$ cat src/rtl/seq_alu_pkg.sv
// Shared definitions for seq_alu: opcode encodings, opcode enum and FSM states.
// Used by the RTL and by the testbench.
package seq_alu_pkg;

  localparam logic [2:0] OPC_AND = 3'b000;
  localparam logic [2:0] OPC_OR  = 3'b001;
  localparam logic [2:0] OPC_ADD = 3'b010;
  localparam logic [2:0] OPC_MUL = 3'b011;
  localparam logic [2:0] OPC_RSV = 3'b100;
  localparam logic [2:0] OPC_SLL = 3'b101;
  localparam logic [2:0] OPC_SUB = 3'b110;
  localparam logic [2:0] OPC_SLT = 3'b111;

  typedef enum logic [2:0] {
    OP_AND = OPC_AND,
    OP_OR  = OPC_OR,
    OP_ADD = OPC_ADD,
    OP_MUL = OPC_MUL,
    OP_RSV = OPC_RSV,
    OP_SLL = OPC_SLL,
    OP_SUB = OPC_SUB,
    OP_SLT = OPC_SLT
  } op_e;

  typedef enum logic [1:0] {
    ST_IDLE = 2'd0,
    ST_BUSY = 2'd1,
    ST_DONE = 2'd2
  } state_e;

endpackage

$ cat src/rtl/seq_alu_adder.sv
// Single ripple adder of seq_alu. Serves ADD, SUB (b inverted, cin=1), SLT and,
// when the multiplier is built, the shift-add accumulation.
module seq_alu_adder
  import seq_alu_pkg::*;
#(
  parameter int WIDTH = 32
) (
  input  logic [WIDTH-1:0] a,
  input  logic [WIDTH-1:0] b,
  input  logic             cin,
  output logic [WIDTH-1:0] sum,
  output logic             cout,
  output logic             over
);

  logic [WIDTH:0] full;

  assign full = {1'b0, a} + {1'b0, b} + {{WIDTH{1'b0}}, cin};
  assign sum  = full[WIDTH-1:0];
  assign cout = full[WIDTH];
  // b here is already the effective operand (inverted for subtraction).
  assign over = (a[WIDTH-1] == b[WIDTH-1]) && (sum[WIDTH-1] != a[WIDTH-1]);

endmodule

$ cat src/rtl/seq_alu.sv
// seq_alu: sequential ALU with an IDLE/BUSY/DONE FSM. Single-cycle ops go
// straight to DONE; SLL shifts one bit per BUSY cycle.
// Optional feature macro: SEQ_ALU_MUL_EN (opcode 011 = shift-add multiply).
//
// Handshake: a command transfers on a rising edge where in_valid && in_ready;
// a result transfers on a rising edge where out_valid && out_ready. in_ready is
// high only in IDLE, out_valid only in DONE, and DONE holds result and flags
// steady until the transfer. The FSM state is visible on dbg_state_o.
module seq_alu
  import seq_alu_pkg::*;
#(
  parameter int WIDTH = 32
) (
  input  logic             clk,
  input  logic             rst,
  input  logic             in_valid,
  output logic             in_ready,
  input  logic [WIDTH-1:0] a,
  input  logic [WIDTH-1:0] b,
  input  logic [2:0]       oper,
  output logic             out_valid,
  input  logic             out_ready,
  output logic [WIDTH-1:0] result,
  output logic             zero,
  output logic             c_out,
  output logic             over,
  output logic             illegal,
  output logic [1:0]       dbg_state_o
);

  localparam int SW = $clog2(WIDTH);
  localparam int CW = $clog2(WIDTH + 1);

  state_e           state_q, state_d;
  logic [WIDTH-1:0] work_q, work_d;
  logic [CW-1:0]    cnt_q, cnt_d;
  logic             zero_q, zero_d;
  logic             cout_q, cout_d;
  logic             over_q, over_d;
  logic             ill_q, ill_d;
`ifdef SEQ_ALU_MUL_EN
  logic             mul_q, mul_d;
  logic [WIDTH-1:0] mcand_q, mcand_d;
  logic [WIDTH-1:0] mplier_q, mplier_d;
`endif

  logic [WIDTH-1:0] add_a, add_b, add_sum;
  logic             add_cin, add_cout, add_over;

  seq_alu_adder #(.WIDTH(WIDTH)) u_adder (
    .a    (add_a),
    .b    (add_b),
    .cin  (add_cin),
    .sum  (add_sum),
    .cout (add_cout),
    .over (add_over)
  );

  // Adder operand select: live inputs in IDLE, accumulator during multiply.
  always_comb begin
    add_a   = a;
    add_b   = b;
    add_cin = 1'b0;
    if (oper == OPC_SUB || oper == OPC_SLT) begin
      add_b   = ~b;
      add_cin = 1'b1;
    end
`ifdef SEQ_ALU_MUL_EN
    if (state_q == ST_BUSY) begin
      add_a   = work_q;
      add_b   = mplier_q[0] ? mcand_q : '0;
      add_cin = 1'b0;
    end
`endif
  end

  // Next-state and datapath: capture on accept, iterate in BUSY, hold in DONE.
  always_comb begin
    state_d = state_q;
    work_d  = work_q;
    cnt_d   = cnt_q;
    zero_d  = zero_q;
    cout_d  = cout_q;
    over_d  = over_q;
    ill_d   = ill_q;
`ifdef SEQ_ALU_MUL_EN
    mul_d    = mul_q;
    mcand_d  = mcand_q;
    mplier_d = mplier_q;
`endif
    unique case (state_q)
      ST_IDLE: begin
        if (in_valid) begin
          cout_d  = 1'b0;
          over_d  = 1'b0;
          ill_d   = 1'b0;
          state_d = ST_DONE;
`ifdef SEQ_ALU_MUL_EN
          mul_d = 1'b0;
`endif
          case (oper)
            OPC_AND: work_d = a & b;
            OPC_OR:  work_d = a | b;
            OPC_ADD, OPC_SUB: begin
              work_d = add_sum;
              cout_d = add_cout;
              over_d = add_over;
            end
            OPC_SLT: begin
              work_d    = '0;
              work_d[0] = add_sum[WIDTH-1] ^ add_over;
            end
            OPC_SLL: begin
              work_d = a;
              cnt_d  = CW'(b[SW-1:0]);
              if (b[SW-1:0] != '0) state_d = ST_BUSY;
            end
`ifdef SEQ_ALU_MUL_EN
            OPC_MUL: begin
              work_d   = '0;
              mcand_d  = a;
              mplier_d = b;
              mul_d    = 1'b1;
              cnt_d    = CW'(WIDTH);
              state_d  = ST_BUSY;
            end
`endif
            default: begin
              work_d = '0;
              ill_d  = 1'b1;
            end
          endcase
          zero_d = (work_d == '0);
        end
      end
      ST_BUSY: begin
`ifdef SEQ_ALU_MUL_EN
        if (mul_q) begin
          work_d   = add_sum;
          mcand_d  = mcand_q << 1;
          mplier_d = mplier_q >> 1;
        end else begin
          work_d = work_q << 1;
        end
`else
        work_d = work_q << 1;
`endif
        cnt_d  = cnt_q - CW'(1);
        zero_d = (work_d == '0);
        if (cnt_q == CW'(1)) state_d = ST_DONE;
      end
      ST_DONE: begin
        if (out_ready) state_d = ST_IDLE;
      end
      default: state_d = ST_IDLE;
    endcase
  end

  // State and datapath registers with synchronous reset.
  always_ff @(posedge clk) begin
    if (rst) begin
      state_q <= ST_IDLE;
      work_q  <= '0;
      cnt_q   <= '0;
      zero_q  <= 1'b0;
      cout_q  <= 1'b0;
      over_q  <= 1'b0;
      ill_q   <= 1'b0;
`ifdef SEQ_ALU_MUL_EN
      mul_q    <= 1'b0;
      mcand_q  <= '0;
      mplier_q <= '0;
`endif
    end else begin
      state_q <= state_d;
      work_q  <= work_d;
      cnt_q   <= cnt_d;
      zero_q  <= zero_d;
      cout_q  <= cout_d;
      over_q  <= over_d;
      ill_q   <= ill_d;
`ifdef SEQ_ALU_MUL_EN
      mul_q    <= mul_d;
      mcand_q  <= mcand_d;
      mplier_q <= mplier_d;
`endif
    end
  end

  assign in_ready    = (state_q == ST_IDLE);
  assign out_valid   = (state_q == ST_DONE);
  assign result      = work_q;
  assign zero        = zero_q;
  assign c_out       = cout_q;
  assign over        = over_q;
  assign illegal     = ill_q;
  assign dbg_state_o = state_q;

endmodule

$ cat config.mk
export PLATFORM = sky130hd
export DESIGN_NAME = seq_alu
export DESIGN_NICKNAME = d
export VERILOG_FILES = /design/src/rtl/seq_alu_pkg.sv /design/src/rtl/seq_alu_adder.sv /design/src/rtl/seq_alu.sv
export SDC_FILE = /design/constraint.sdc
export NUM_CORES = 1
export LEC_CHECK = 0
export ABC_AREA = 1
export BUFFER_PORTS_ARGS = -buffer_cell sky130_fd_sc_hd__clkbuf_2
export CELL_PAD_IN_SITES_DETAIL_PLACEMENT = 0
export CELL_PAD_IN_SITES_GLOBAL_PLACEMENT = 2
export CORE_MARGIN = 3
export CORE_UTILIZATION = 29
export CTS_CLUSTER_SIZE = 30
export DETAILED_ROUTE_END_ITERATION = 10
export PLACE_DENSITY_LB_ADDON = 0.3
export SLEW_MARGIN = 0
export SYNTH_ARGS = -nofsm -noshare
export SYNTH_HDL_FRONTEND = slang
export SYNTH_SLANG_ARGS = --single-unit
$ cat constraint.sdc
create_clock -name clk -period 3.95 [get_ports clk]
set_input_delay 0.79 -clock clk [delete_from_list [all_inputs] [get_ports clk]]
set_output_delay 0.79 -clock clk [all_outputs]
set_load 0.005 [all_outputs]
Yosys cells after proc, flatten, opt, wreduce, memory -nomap -nowiden:

Index checks and enable logic that the tools add are counted.
Widths: inputs -> output; s select.

* add/subtract/negate cells: 3
* equal/unequal tests: 14
* mux-type cells: 21
* bitwise logic cells: 4
* reduce and logical (&&, ||, !) cells: 14

Operators by type and width (number)
* $pmux 32 s5: 1
* $mux 32: 4
* $logic_not 32->1: 2
* $pmux 32 s2: 1
* $add 32x32->33: 1
* $add 33x1->33: 1
* $and 32x32->32: 1
* $not 32->32: 1
* $or 32x32->32: 1
* $mux 6: 2
* $pmux 6 s2: 1
* $mux 2: 5
* $eq 3x3->1 const B: 3
* $eq 6x1->1 const B: 1
* $pmux 2 s3: 1
* $reduce_and 3->1: 2
* $reduce_or 6->1: 1
* $sub 6x1->6 const B: 1
* $mux 1: 5
* $reduce_bool 5->1: 1
* $ne 2x1->1 const B: 2
* $ne 2x2->1 const B: 2
* $reduce_and 2->1: 2
* $eq 3x1->1 const B: 1
* other kinds (13): 13

* register bits after elaboration: 44
* input bits: 71
* word-level logic and storage cells: 63

Logic depth before layout (Yosys ltp):

* word-level depth: 14
* gate-level depth with buffers: 22

Hierarchy:

Synthesis repeated with hierarchy kept, for this count alone.

* cells, all modules: 1011
* area total of the unflattened synthesis: 5809.3 µm²

Modules (own cells, without submodules)
* seq_alu: times used 1, cells an instance 594, area an instance 3606.0 µm², seq. area each 880.8 µm²
* seq_alu_adder: times used 1, cells an instance 417, area an instance 2203.4 µm², seq. area each 0.0 µm²

Worst setup path after synthesis:

Ideal clock, no wire load.

* path kind: input to register
* from: input oper[1]
* to: register zero_q, in the netlist zero
* arrival: 3.089 ns
* data required time: 3.880 ns
* setup slack: 0.791 ns
* cell stages on the path: 18
* buffers on the path: 1
* cell sequence: nand2_2 > buf_1 > xor2_1 > ha_1 > a21oi_1 > nand2_1 > nand2_1 > nand2_2 > or2_1 > nand3_1 > nand2_1 > nor2_1 > nand2_1 > nor2_1 > nand4_1 > nor2_1 > nand3_1 > a21oi_1

* longest elaborated chain between the ends: 14
* elaborated cells between the ends (all ways): 22
* classes of those cells: 2 x add/sub; 7 x eq/ne; 7 x mux; 1 x bitwise; 5 x reduce/logical

Ends and longest elaborated chain
* start: declaration: RTL line seq_alu.sv:20 `input logic [2:0] oper,`
* $eq 3x3->1: RTL line seq_alu.sv:64, seq_alu.sv:101
* $logic_or 1x1->1: RTL line seq_alu.sv:64 `if (oper == OPC_SUB || oper == OPC_SLT) begin`
* $mux 32: RTL line seq_alu.sv:64
* $add 32x32->33: RTL line seq_alu_adder.sv:18 `assign full = {1'b0, a} + {1'b0, b} + {{WIDTH{1'b0}}, cin};`
* $add 33x1->33: RTL line seq_alu_adder.sv:18
* $ne 1x1->1: RTL line seq_alu_adder.sv:22 `assign over = (a[WIDTH-1] == b[WIDTH-1]) && (sum[WIDTH-1] != a[WIDTH-1]);`
* $logic_and 1x1->1: RTL line seq_alu_adder.sv:22
* $xor 1x1->1: RTL line seq_alu.sv:111 `work_d[0] = add_sum[WIDTH-1] ^ add_over;`
* $pmux 32 s5 *: RTL line seq_alu.sv:101 `case (oper)`
* $mux 32 *: RTL line seq_alu.sv:93 `if (in_valid) begin`
* $mux 32 *: RTL line seq_alu.sv:91 `unique case (state_q)`
* $logic_not 32->1 *: RTL line seq_alu.sv:133 `zero_d = (work_d == '0);`
* $mux 1 *: RTL line seq_alu.sv:93
* $pmux 1 s2 *: RTL line seq_alu.sv:91
* end signal: assignment: RTL line seq_alu.sv:178 `zero_q <= zero_d;`
* end: declaration: RTL line seq_alu.sv:37 `logic zero_q, zero_d;`

Every way passes the cells marked *; elsewhere a longest branch is shown, timed or not. The select of a mux whose other input is x is not followed.
A chain may end at the register's enable or synchronous reset.

Final worst setup path:

Ends and elaborated chain as after synthesis.

==> results.ini <==
[route]
routed_wl_um=22500
post_drt_via_cell_ratio=4.88
drtPass1Iterations=5
met3_length_um=897
wl_per_cell_um=16.6
wl_met2_um=10000
routed.top_layer=met4
wirelength_met1_um=11200
drtAntennaViolNets=0
vias_after_detailed_routing=6617
drt_first_iter_violations=385
drc=0

[clocking]
cts_tree=built
clkLatencyLatePin_ns=0.29
cts-buffers-inserted=5
clock_tree.htree_level_count=2
postCtsSetupRepairBufs=0
post_cts.resized_instances=0
cts_hold_repair.buffers=0
cts.root.buffer_cell=sky130_fd_sc_hd__clkbuf_16
cts_sinks=44
clk_path_buf_depth=2
clkSlewWorstSetupHoldPaths_ns=0.06

[layout]
antenna_cells=0
layout_overhead_on_the_synthesized_area_pct=17.4
final_core_utilization_pct=35.2
share_of_layout_cells_above_drive_strength_1_pct=14.5
fillerInstances=2276
layout.cell_area.non_filler_mm2=0.00669
nets=1210

[floorplan]
design.core.area_mm2=0.0190
die_width_um=146
row_count=50
die_area_mm2=0.0214
floorplan.initialDensity_pct=29.9
die_height_um=146
io-pin-count=111

[synthesis]
ys.flop_type=sky130_fd_sc_hd__dfxtp_1
post_synth_num_cell_types=44
average_cell_area_after_synthesis_um2=5.70
synthesis.instances=999
synth-edff-count=0
async_reset_ff_share_pct=0
synth_nets=1114
synth-warning-count=0
syn_area_mm2=0.00570
ys_seq_elements=44
ys_seq_area_share_pct=15.5

[hold_path]
hold_path_class=reg -> reg
hold_path_depth=2
worst_hold_startpoint=cnt_q[4]
holdPathEnd=cnt_q[4]

[grt]
globalRoute.totalOverflow=0
grt_start_max_net_pins=42
grtUsageTotal_pct=20.5
grt_pass1_vias=6470
number_of_antenna_violations_at_the_first_check_in_global_routing=0
grt_first_pass_wirelength_um=35500

[critical_path]
reg2reg_depth=10
crit_type=in -> reg
critPathMaxFanout=21
r2r_slack_ns=1.76
crit_arrival_ns=3.60
required_ns=4.17
crit-reg2reg-launch=dbg_state_o[0]
crit-reg2reg-capture=cnt_q[3]
startpoint_type=input port
critPathCaptureType=register

[sta]
slew-limit-headroom_pct=40.3
fin_skew_ns=0.00573
report.final.slew_viol_count=0
fmaxAchievable_ghz=0.296
finalCritPeriodShare_pct=85.5
finalSetupViolations=0
worst_slew_pin_slew_ns=0.895
timing.setup.tns_ns=0
grt_setup_unrepaired=no
fin_crit_ns=3.38
final_hold_viol_count=0
timing.final.ws_setup_ns=0.571

[power]
p_per_area_mw_per_mm2=284
max-vdd-ir-drop_mv=0.141
leakagePower_nw=3.37

[placed_design]
numPortBuffers=110
post_dp_cell_area_mm2=0.00654
gpl.final_weighted_congestion=0.914
pre_cts_ws_ns=0.277
place_hpwl_um=18500

[outcome]
outcome=complete, no violations

[job]
timing.max_cap.violations=0

## synth_stat cells, drive strengths merged (3+ instances only)
cell type  instances  area share (%)
clkbuf            16             1.1
dfxtp             44              15
nor4               6            0.66
o21bai             6            0.79
nor2              77             5.2
buf               13             1.0
xnor2              3            0.46
xor2              32             4.9
o21ai             64             5.6
a21oi             50             4.7
nand4             11             1.2
or2                5            0.55
a31oi             30             3.3
a22oi             24             3.2
ha                43             9.4
nor3              15             1.5
nand3             63             5.5
nand2            323              22
inv              146             9.6
nand3b             9             1.2
## worst max path at each step
stage / from / end / cells past startpoint
6_report: oper[1] / zero / 17
5_1_grt: oper[1] / zero / 17
3_5_place_dp: oper[1] / zero / 17
3_3_place_gp: oper[1] / zero / 17
2_1_floorplan: oper[1] / zero / 18
4_1_cts: oper[1] / zero / 17
## metrics by stage
stage / hold slack (ns) / total power [mW] / std cells
6_report: 0.462 / 1.90 / 1356
5_1_grt: 0.504 / 2.07 / 1356
4_1_cts: 0.465 / 1.92 / 1356
3_5_place_dp: 0.456 / 1.49 / 1348
3_3_place_gp: 0.455 / 1.50 / 1348
2_1_floorplan: 0.439 / 1.16 / 999
## cell families (layout without fill, tap and decap cells)
group | Yosys count | in the layout | share of synthesized area [%]
fa+ha+maj | 44 | 44 | 9.80
compound gates | 189 | 189 | 19.7
simple gates | 512 | 512 | 38.0
xor+xnor | 35 | 35 | 5.38
buf+inv | 175 | 272 | 11.7
flops | 44 | 44 | 15.5
## where the power goes
part | leakage [nW] | internal (mW) | switching, mW
sequential | 0.359 | 0.477 | 0.0371
combinational | 2.94 | 0.335 | 0.632
clock | 0.0671 | 0.236 | 0.182
total | 3.37 | 1.05 | 0.850
## worst max-delay path: stages
cell and delay [ns]:
sky130_fd_sc_hd__clkbuf_2 0.12, sky130_fd_sc_hd__nand2_2 0.15, sky130_fd_sc_hd__buf_12 0.22, sky130_fd_sc_hd__xor2_1 0.15, sky130_fd_sc_hd__ha_1 0.47, sky130_fd_sc_hd__nand2_1 0.12, sky130_fd_sc_hd__inv_1 0.10, sky130_fd_sc_hd__nand2_1 0.11
sky130_fd_sc_hd__o21ai_0 0.33, sky130_fd_sc_hd__a21oi_1 0.17, sky130_fd_sc_hd__nand2_2 0.14, sky130_fd_sc_hd__nand2_2 0.07, sky130_fd_sc_hd__a21oi_1 0.18, sky130_fd_sc_hd__nand4_1 0.16, sky130_fd_sc_hd__nor2_1 0.12, sky130_fd_sc_hd__nand3_1 0.07
sky130_fd_sc_hd__a21oi_1 0.11
## layout by cell type (no fill, tap or decap), drive strengths merged, types with 2 or more instances in the layout
master / instances
nand2: 323
inv: 146
clkbuf: 116
nor2: 77
o21ai: 64
nand3: 63
a21oi: 50
dfxtp: 44
ha: 43
xor2: 32
a31oi: 30
a22oi: 24
nor3: 15
nand4: 11
nand3b: 9
buf: 8
o21bai: 6
nor4: 6
or2: 5
xnor2: 3
and2: 2
o211ai: 2
o21a: 2
a211oi: 2
## cell type report
| cell class | count | area (um^2) | share of cell area, % |
|---|---|---|---|
| clock buffer | 6 | 129 | 1.93 |
| clock inverter | 2 | 16.3 | 0.243 |
| inverter | 146 | 548 | 8.19 |
| multi-input combinational | 780 | 4150 | 62.1 |
| sequential | 44 | 881 | 13.2 |
| tap | 260 | 325 | 4.86 |
| timing repair buffer | 118 | 636 | 9.50 |
## routing by layer
layer | vias to the layer above | global-route usage (%)
met5 | - | 0
met1 | 2976 | 29.4
met2 | 160 | 33.2
met3 | 20 | 2.55
li1 | 3461 | -
met4 | 0 | 3.81
## sequential cells by signal, indices dropped and copies added, names as in the netlist
register	cells
dbg_state_o	2
over	1
zero	1
c_out	1
illegal	1
result	32
cnt_q	6
Power figures use the tool's default switching activity.
